[src/rtl/ps2_scan_rx.sv]
// PS/2 keyboard receiver: synchronises and filters PS2C/PS2D, deframes 11-bit
// frames and forwards make codes only (E0 prefixes and F0-xx releases dropped).
module ps2_scan_rx #(
  parameter int FILTER_LEN  = 8,
  parameter int TIMEOUT_CYC = 50000
) (
  input  logic       CLK,
  input  logic       RST_N,
  input  logic       PS2C,
  input  logic       PS2D,
  output logic [7:0] DATO,
  output logic       FLAG,
  output logic       PAR_ERR,
  output logic       FRM_ERR
);

  localparam int TW = $clog2(TIMEOUT_CYC + 1);
  localparam logic [TW-1:0] TMO_LAST = TW'(TIMEOUT_CYC - 1);

  typedef enum logic [1:0] {IDLE, DATA, PARITY, STOP} state_t;

  logic                  c_meta_q, c_sync_q, d_meta_q, d_sync_q;
  logic [FILTER_LEN-1:0] flt_q, flt_d;
  logic                  fclk_q, fclk_d;
  state_t                state_q, state_d;
  logic [2:0]            bcnt_q, bcnt_d;
  logic [7:0]            sh_q, sh_d;
  logic                  par_q, par_d;
  logic [TW-1:0]         tmo_q, tmo_d;
  logic                  brk_q, brk_d;
  logic [7:0]            dato_q, dato_d;
  logic                  flag_q, flag_d;
  logic                  perr_q, perr_d;
  logic                  ferr_q, ferr_d;
  logic                  smp;

  // Odd parity: data bits plus parity bit must contain an odd number of ones.
  function automatic logic odd_parity_ok(input logic [7:0] data, input logic par);
    return ^{data, par};
  endfunction

  always_ff @(posedge CLK or negedge RST_N) begin
    if (!RST_N) begin
      c_meta_q <= 1'b1;
      c_sync_q <= 1'b1;
      d_meta_q <= 1'b1;
      d_sync_q <= 1'b1;
      flt_q    <= '1;
      fclk_q   <= 1'b1;
      state_q  <= IDLE;
      bcnt_q   <= '0;
      sh_q     <= '0;
      par_q    <= 1'b0;
      tmo_q    <= '0;
      brk_q    <= 1'b0;
      dato_q   <= '0;
      flag_q   <= 1'b0;
      perr_q   <= 1'b0;
      ferr_q   <= 1'b0;
    end else begin
      c_meta_q <= PS2C;
      c_sync_q <= c_meta_q;
      d_meta_q <= PS2D;
      d_sync_q <= d_meta_q;
      flt_q    <= flt_d;
      fclk_q   <= fclk_d;
      state_q  <= state_d;
      bcnt_q   <= bcnt_d;
      sh_q     <= sh_d;
      par_q    <= par_d;
      tmo_q    <= tmo_d;
      brk_q    <= brk_d;
      dato_q   <= dato_d;
      flag_q   <= flag_d;
      perr_q   <= perr_d;
      ferr_q   <= ferr_d;
    end
  end

  always_comb begin
    flt_d  = {flt_q[FILTER_LEN-2:0], c_sync_q};
    fclk_d = fclk_q;
    if (flt_q == '0) begin
      fclk_d = 1'b0;
    end else if (&flt_q) begin
      fclk_d = 1'b1;
    end
    // Strobe is the cycle in which the filtered clock is about to fall.
    smp = fclk_q && (flt_q == '0);
  end

  always_comb begin
    state_d = state_q;
    bcnt_d  = bcnt_q;
    sh_d    = sh_q;
    par_d   = par_q;
    brk_d   = brk_q;
    dato_d  = dato_q;
    flag_d  = 1'b0;
    perr_d  = 1'b0;
    ferr_d  = 1'b0;
    tmo_d   = (smp || state_q == IDLE) ? '0 : tmo_q + TW'(1);

    if (smp) begin
      case (state_q)
        IDLE: begin
          if (!d_sync_q) begin
            state_d = DATA;
            bcnt_d  = '0;
          end
        end
        DATA: begin
          sh_d   = {d_sync_q, sh_q[7:1]};
          bcnt_d = bcnt_q + 3'd1;
          if (bcnt_q == 3'd7) begin
            state_d = PARITY;
          end
        end
        PARITY: begin
          par_d   = d_sync_q;
          state_d = STOP;
        end
        STOP: begin
          state_d = IDLE;
          // A framing error masks a simultaneous parity error.
          if (!d_sync_q) begin
            ferr_d = 1'b1;
          end else if (!odd_parity_ok(sh_q, par_q)) begin
            perr_d = 1'b1;
          end else if (sh_q == 8'hF0) begin
            brk_d = 1'b1;
          end else if (sh_q != 8'hE0) begin
            if (brk_q) begin
              brk_d = 1'b0;
            end else begin
              dato_d = sh_q;
              flag_d = 1'b1;
            end
          end
        end
        default: state_d = IDLE;
      endcase
    end else if (state_q != IDLE && tmo_q == TMO_LAST) begin
      ferr_d  = 1'b1;
      state_d = IDLE;
    end
  end

  assign DATO    = dato_q;
  assign FLAG    = flag_q;
  assign PAR_ERR = perr_q;
  assign FRM_ERR = ferr_q;

endmodule

[config.mk]
export PLATFORM = sky130hd
export DESIGN_NAME = ps2_scan_rx
export DESIGN_NICKNAME = d
export VERILOG_FILES = /design/src/rtl/ps2_scan_rx.sv
export SDC_FILE = /design/constraint.sdc
export NUM_CORES = 1
export LEC_CHECK = 0
export CORE_ASPECT_RATIO = 1.25
export CORE_MARGIN = 3
export CORE_UTILIZATION = 30
export DETAILED_ROUTE_END_ITERATION = 7
export RECOVER_POWER = 50
export SLEW_MARGIN = 25
export SYNTH_ARGS = -nofsm -noshare
export SYNTH_HDL_FRONTEND = slang
export SYNTH_SLANG_ARGS = --single-unit
[constraint.sdc]
create_clock -name CLK -period 2.9 [get_ports CLK]
set_input_delay 0.58 -clock CLK [delete_from_list [all_inputs] [get_ports CLK]]
set_output_delay 0.58 -clock CLK [all_outputs]
set_load 0.02 [all_outputs]
==> flow_summary.json, run 1 <==
{
  "gr-total-overflow": 0,
  "regArea_um2": 1390,
  "peakVddDrop_mv": 0.215,
  "placed_cells": 296,
  "clock_latency_ns": 0.30,
  "synth_edf_count": 0,
  "power_leakage_nw": 1.17,
  "power.switching_mw": 0.255,
  "slew_violations": 0,
  "via_count": 1409,
  "path_clk_slew_ns": 0.09,
  "switching_share": 0.196,
  "post-dp-hpwl_um": 2510,
  "cts_tree": "done",
  "clockRootBuffer": "clkbuf_8",
  "antenna_cells": 0,
  "postSynth.asyncResetShare": 1.00,
  "grt_pass1_wl_um": 6630,
  "design.portCount": 15,
  "yosysMostFrequentCell": "dfrtp_1",
  "synth_top_area_cell": "dfrtp_1",
  "routed_via_density": 4.63,
  "crit_required_ns": 3.10,
  "seq_area_frac_synth": 0.590,
  "multi_input_area_um2": 941,
  "min_path_type": "flop to flop",
  "core-area_um2": 7530,
  "critPathLaunchType": "flop",
  "io_buffers": 14,
  "gp_congestion": 0.754,
  "wire_per_inst_um": 12.1,
  "cts_buffers": 5,
  "drt_iter0_drc": 75,
  "die_y_um": 105,
  "setup_viol": 0,
  "layout-drive-gt1-share": 0.170,
  "fin_util": 0.361,
  "cts_max_level": 2,
  "antenna_found_initial": 0,
  "nFillCells": 767,
  "seqPwrFrac": 0.607,
  "ctsLongestPathBuffers": 2,
  "yosys_warnings": 0,
  "row_count": 35,
  "min_period_ns": 2.37,
  "synth.avg_cell_area_um2": 12.4,
  "ys_types": 31,
  "syn-cell-area_um2": 2360,
  "tns_ns": 0,
  "start_util": 0.313,
  "intPower_mw": 1.05,
  "skew_ns": 0.0104,
  "total_power_mw": 1.30,
  "worstPathMaxFanout": 8,
  "grt_usage": 0.0896,
  "drc": 0,
  "power_density_nw_per_um2": 479,
  "arrival_ns": 2.57,
  "synthFlopType": "dfrtp_1",
  "synth-seq-cells": 55,
  "cts.repair.resized": 0,
  "crit_path_end_kind": "flop",
  "ant_nets": 0,
  "maxCapViolations": 0,
  "dieWidth_um": 85.3,
  "slew-limit-headroom": 0.128,
  "wl_um": 3670,
  "fmaxAchievable_ghz": 0.421,
  "hold_viol_final": 0,
  "post-route-period-util": 0.819,
  "cts_setup_buffers": 0,
  "ys_top_cells_by_count": "dfrtp_1 (42), nor2_1 (23), mux2_2 (18)",
  "syn_inst": 191,
  "syn2layout_area_growth_pct": 15.1,
  "grt_setup_unrepaired": "false",
  "grt_max_degree": 56,
  "tightest_slew_ns": 1.31,
  "pwr-share-clk": 0.376,
  "combPwrFrac": 0.017,
  "first_pass_iters": 4,
  "dieArea_um2": 8980,
  "crit_type": "flop to flop",
  "final_cells": 304,
  "grt_pass1_vias": 1480,
  "syn-num-nets": 203,
  "outcome": "finished clean",
  "hold_buffers": 0,
  "ys_top_cells_by_area": "dfrtp_1 (45%), dfstp_2 (14%), mux2_2 (8.6%)",
  "cts_sinks": 55,
  "yosys.area.top_type_share": 0.445,
  "finalNetCount": 223
}
## placed cells by master, fill, tap and decap left out, types with 2 or more instances in the layout
cell type        count
a22o_1               2
and3_1               6
clkbuf_1             2
clkbuf_8             5
clkdlybuf4s50_1     11
dfrtp_1             42
dfstp_1              7
dfstp_2              6
dlygate4sd3_1        2
ha_1                 8
inv_1                4
mux2_2              18
nand2_1             11
nand3_1              9
nand4_1              5
nor2_1              23
nor3_1               7
nor4_1               3
o21ai_0              5
xnor2_1             11
xor2_1               8
## power groups by stage
stage	combinational, mW	clock [mW]	sequential (mW)
global placement	0.0250	0	0.806
CTS	0.0253	0.510	0.792
global route	0.0266	0.538	0.792
finish	0.0224	0.489	0.790
floorplan	0.00472	0	0.805
detailed placement	0.0251	0	0.807
## flip-flops by register name (all words and copies together) (netlist names)
signal	flops
bcnt_q	3
tmo_q	16
FRM_ERR	1
PAR_ERR	1
d_sync_q	1
par_q	1
c_meta_q	1
brk_q	1
state_q	2
FLAG	1
flt_q	8
DATO	8
sh_q	8
c_sync_q	1
fclk_q	1
d_meta_q	1
## path summary, 6_finish.rpt
| path | cells after the start | to | startpoint | slack (ns) |
|---|---|---|---|---|
| max in group asynchronous | 2 | bcnt_q[2] | RST_N | 1.47 |
| min reg2reg | 0 | d_sync_q | d_meta_q | 0.36 |
| max | 5 | DATO[6] | sh_q[2] | 0.53 |
| min | 0 | d_sync_q | d_meta_q | 0.36 |
| max reg2reg | 5 | DATO[6] | sh_q[2] | 0.53 |
| min in group asynchronous | 2 | tmo_q[8] | RST_N | 0.64 |
## cells by family (layout without fill, tap and decap cells)
kind of cell	count (synthesis)	in the layout	synth area share
adders and majority gates	8	8	0.0424
and+or+nand+nor	70	70	0.151
xor gates and xnor gates	21	21	0.0869
DFF	55	55	0.590
buffers and inverters	7	28	0.0117
muxes	18	18	0.0858
AOI/OAI and AO/OA	12	12	0.0323
## layer usage
layer | part of all wire | vias to the layer above | track usage
met5 | 0 | - | 0
met4 | 0.019 | 0 | 0.0373
met3 | 0.028 | 8 | 0.0189
met2 | 0.47 | 15 | 0.141
met1 | 0.48 | 686 | 0.119
li1 | - | 700 | -
## critical path, cell delays in order (launching register included)
cell,delay [ns]
dfrtp_1,0.43
xnor2_1,0.17
xnor3_1,0.45
xnor2_2,0.27
nor4b_4,0.55
mux2_2,0.40
## metrics by stage
step                      hold WS, ns  setup WS [ns]  area [um2]
after floorplan                 0.284          0.756        2360
after global placement          0.346          0.523        2610
after detailed placement        0.347          0.493        2610
after CTS                       0.360          0.487        2720
after global routing            0.365          0.361        2720
final                           0.359          0.526        2720
## cell type report
| class | instances | share of cell area |
|---|---|---|
| sequential | 55 | 0.512 |
| multi-input combinational | 129 | 0.346 |
| timing repair buffer | 16 | 0.0543 |
| tap | 92 | 0.0424 |
| clock buffer | 7 | 0.0281 |
| clock inverter | 1 | 0.0110 |
| inverter | 4 | 0.00552 |
Note: power is estimated with default switching activity, not from simulation.
==> run 2: changes to the inputs <==
- clock period: 2.9 -> 2.2 ns (I/O delays scaled with it)
==> run 2 against run 1 <==
  * Critical path depth increased by 1
  * First-iteration DRC count stayed put
  * Highest routed layer unchanged
  * Register-to-register slack lost 0.39 ns
  * Flip-flop and latch count unchanged
  * Global-route usage increased by 0.30 points
  * Non-clock buffer count rose by 4
  * Routed wire length is 0.30% higher
==> flow_summary.json, run 2 (synthesized netlist as in run 1, its figures left out) <==
{
  "ant_nets": 0,
  "post-dp-hpwl_um": 2580,
  "crit_type": "flop to flop",
  "combPwrFrac": 0.018,
  "arrival_ns": 2.26,
  "syn2layout_area_growth_pct": 15.7,
  "wl_um": 3680,
  "worstPathMaxFanout": 8,
  "cts_setup_buffers": 0,
  "drt_iter0_drc": 75,
  "gp_congestion": 0.762,
  "pwr-share-clk": 0.337,
  "dieWidth_um": 85.3,
  "skew_ns": 0.00646,
  "tns_ns": 0,
  "maxCapViolations": 0,
  "grt_setup_unrepaired": "false",
  "antenna_found_initial": 0,
  "cts.repair.resized": 0,
  "gr-total-overflow": 0,
  "total_power_mw": 1.62,
  "routed_via_density": 4.54,
  "r2r_setup_slack_ns": 0.14,
  "intPower_mw": 1.26,
  "placed_cells": 300,
  "final_cells": 308,
  "power_density_nw_per_um2": 591,
  "min_path_type": "primary input to asynchronous set/reset pin",
  "setup_viol": 0,
  "design.portCount": 15,
  "finalNetCount": 227,
  "crit_required_ns": 2.40,
  "cts_sinks": 55,
  "antenna_cells": 0,
  "power_leakage_nw": 1.19,
  "via_count": 1398,
  "path_clk_slew_ns": 0.09,
  "slew-limit-headroom": 0.253,
  "final_common_cell": "dfrtp_1",
  "start_util": 0.313,
  "fmaxAchievable_ghz": 0.484,
  "clockRootBuffer": "clkbuf_8",
  "critPathLaunchType": "flop",
  "layout-drive-gt1-share": 0.190,
  "crit_path_end_kind": "flop",
  "clock_latency_ns": 0.31,
  "hold_viol_final": 0,
  "largest-register": "tmo_q",
  "grt_pass1_wl_um": 6790,
  "seqPwrFrac": 0.645,
  "hold_buffers": 0,
  "grt_max_degree": 36,
  "outcome": "finished clean",
  "cts_tree": "done",
  "power.switching_mw": 0.352,
  "core-area_um2": 7530,
  "final_cell_mix": "dfrtp_1 (42), nor2_1 (23), mux2_2 (18)",
  "grt_usage": 0.0925,
  "row_count": 35,
  "dieArea_um2": 8980,
  "min_period_ns": 2.06,
  "io_buffers": 14,
  "grt_pass1_vias": 1525,
  "ctsLongestPathBuffers": 2,
  "cts_buffers": 5,
  "largest_reg_flops": 16,
  "cts_max_level": 2,
  "tightest_slew_ns": 1.12,
  "wire_per_inst_um": 11.9,
  "post-route-period-util": 0.939,
  "reg2regPathDepth": 6,
  "drc": 0,
  "switching_share": 0.218,
  "peakVddDrop_mv": 0.249,
  "slew_violations": 0,
  "die_y_um": 105,
  "first_pass_iters": 4
}
==> run 2: changes by cell type in the layout (fill, tap and decap cells not counted), sizes merged <==
cell,delta
clkinv,+2
clkbuf,-1
inv,+1
buf,+3
bufinv,-1
==> run 2: power by group through the flow <==
stage / Sequential (mW) / Combinational, mW / Clock [mW]
3_3_place_gp: 1.06 / 0.0367 / 0
5_1_grt: 1.04 / 0.0354 / 0.611
6_report: 1.04 / 0.0297 / 0.544
4_1_cts: 1.04 / 0.0366 / 0.575
2_1_floorplan: 1.06 / 0.00622 / 0
3_5_place_dp: 1.06 / 0.0368 / 0
==> run 2: metal layers <==
| layer | up-vias | GRT usage | share of wire |
|---|---|---|---|
| met3 | 6 | 0.0237 | 0.031 |
| met1 | 674 | 0.115 | 0.47 |
| met4 | 0 | 0.0373 | 0.018 |
| met2 | 14 | 0.152 | 0.48 |
| li1 | 704 | - | - |
| met5 | - | 0 | 0 |
==> run 2: final cells by class <==
type	count	area, um2
clock inverter	3	18.8
tap	92	115
multi-input combinational	129	941
timing repair buffer	20	180
fill	759	4800
clock buffer	5	68.8
inverter	4	15.0
sequential	55	1390
==> run 2: critical path: stages, from the launching register on <==
cell	delay [ns]
dfrtp_1	0.43
xnor2_1	0.17
xnor3_1	0.45
xnor2_2	0.18
nor4b_4	0.22
buf_6	0.17
mux2_2	0.34
==> run 2: final timing paths <==
| check | start | end |
|---|---|---|
| setup / recovery | sh_q[2] | DATO[5] |
| hold / removal | RST_N | tmo_q[3] |
| setup reg to reg | sh_q[2] | DATO[5] |
| hold reg to reg | c_meta_q | c_sync_q |
| max in group asynchronous | RST_N | PAR_ERR |
| min in group CLK | c_meta_q | c_sync_q |
==> run 2: metrics by stage <==
stage | setup slack [ns] | hold WS (ns) | cell area (um2) | utilization
after floorplan | 0.0562 | 0.144 | 2360 | -
after global placement | 0.123 | 0.346 | 2660 | 0.353
after detailed placement | 0.0949 | 0.347 | 2660 | 0.353
after CTS | 0.0860 | 0.102 | 2740 | 0.364
after global routing | 0.00689 | 0.368 | 2730 | 0.363
final | 0.135 | 0.318 | 2730 | 0.363
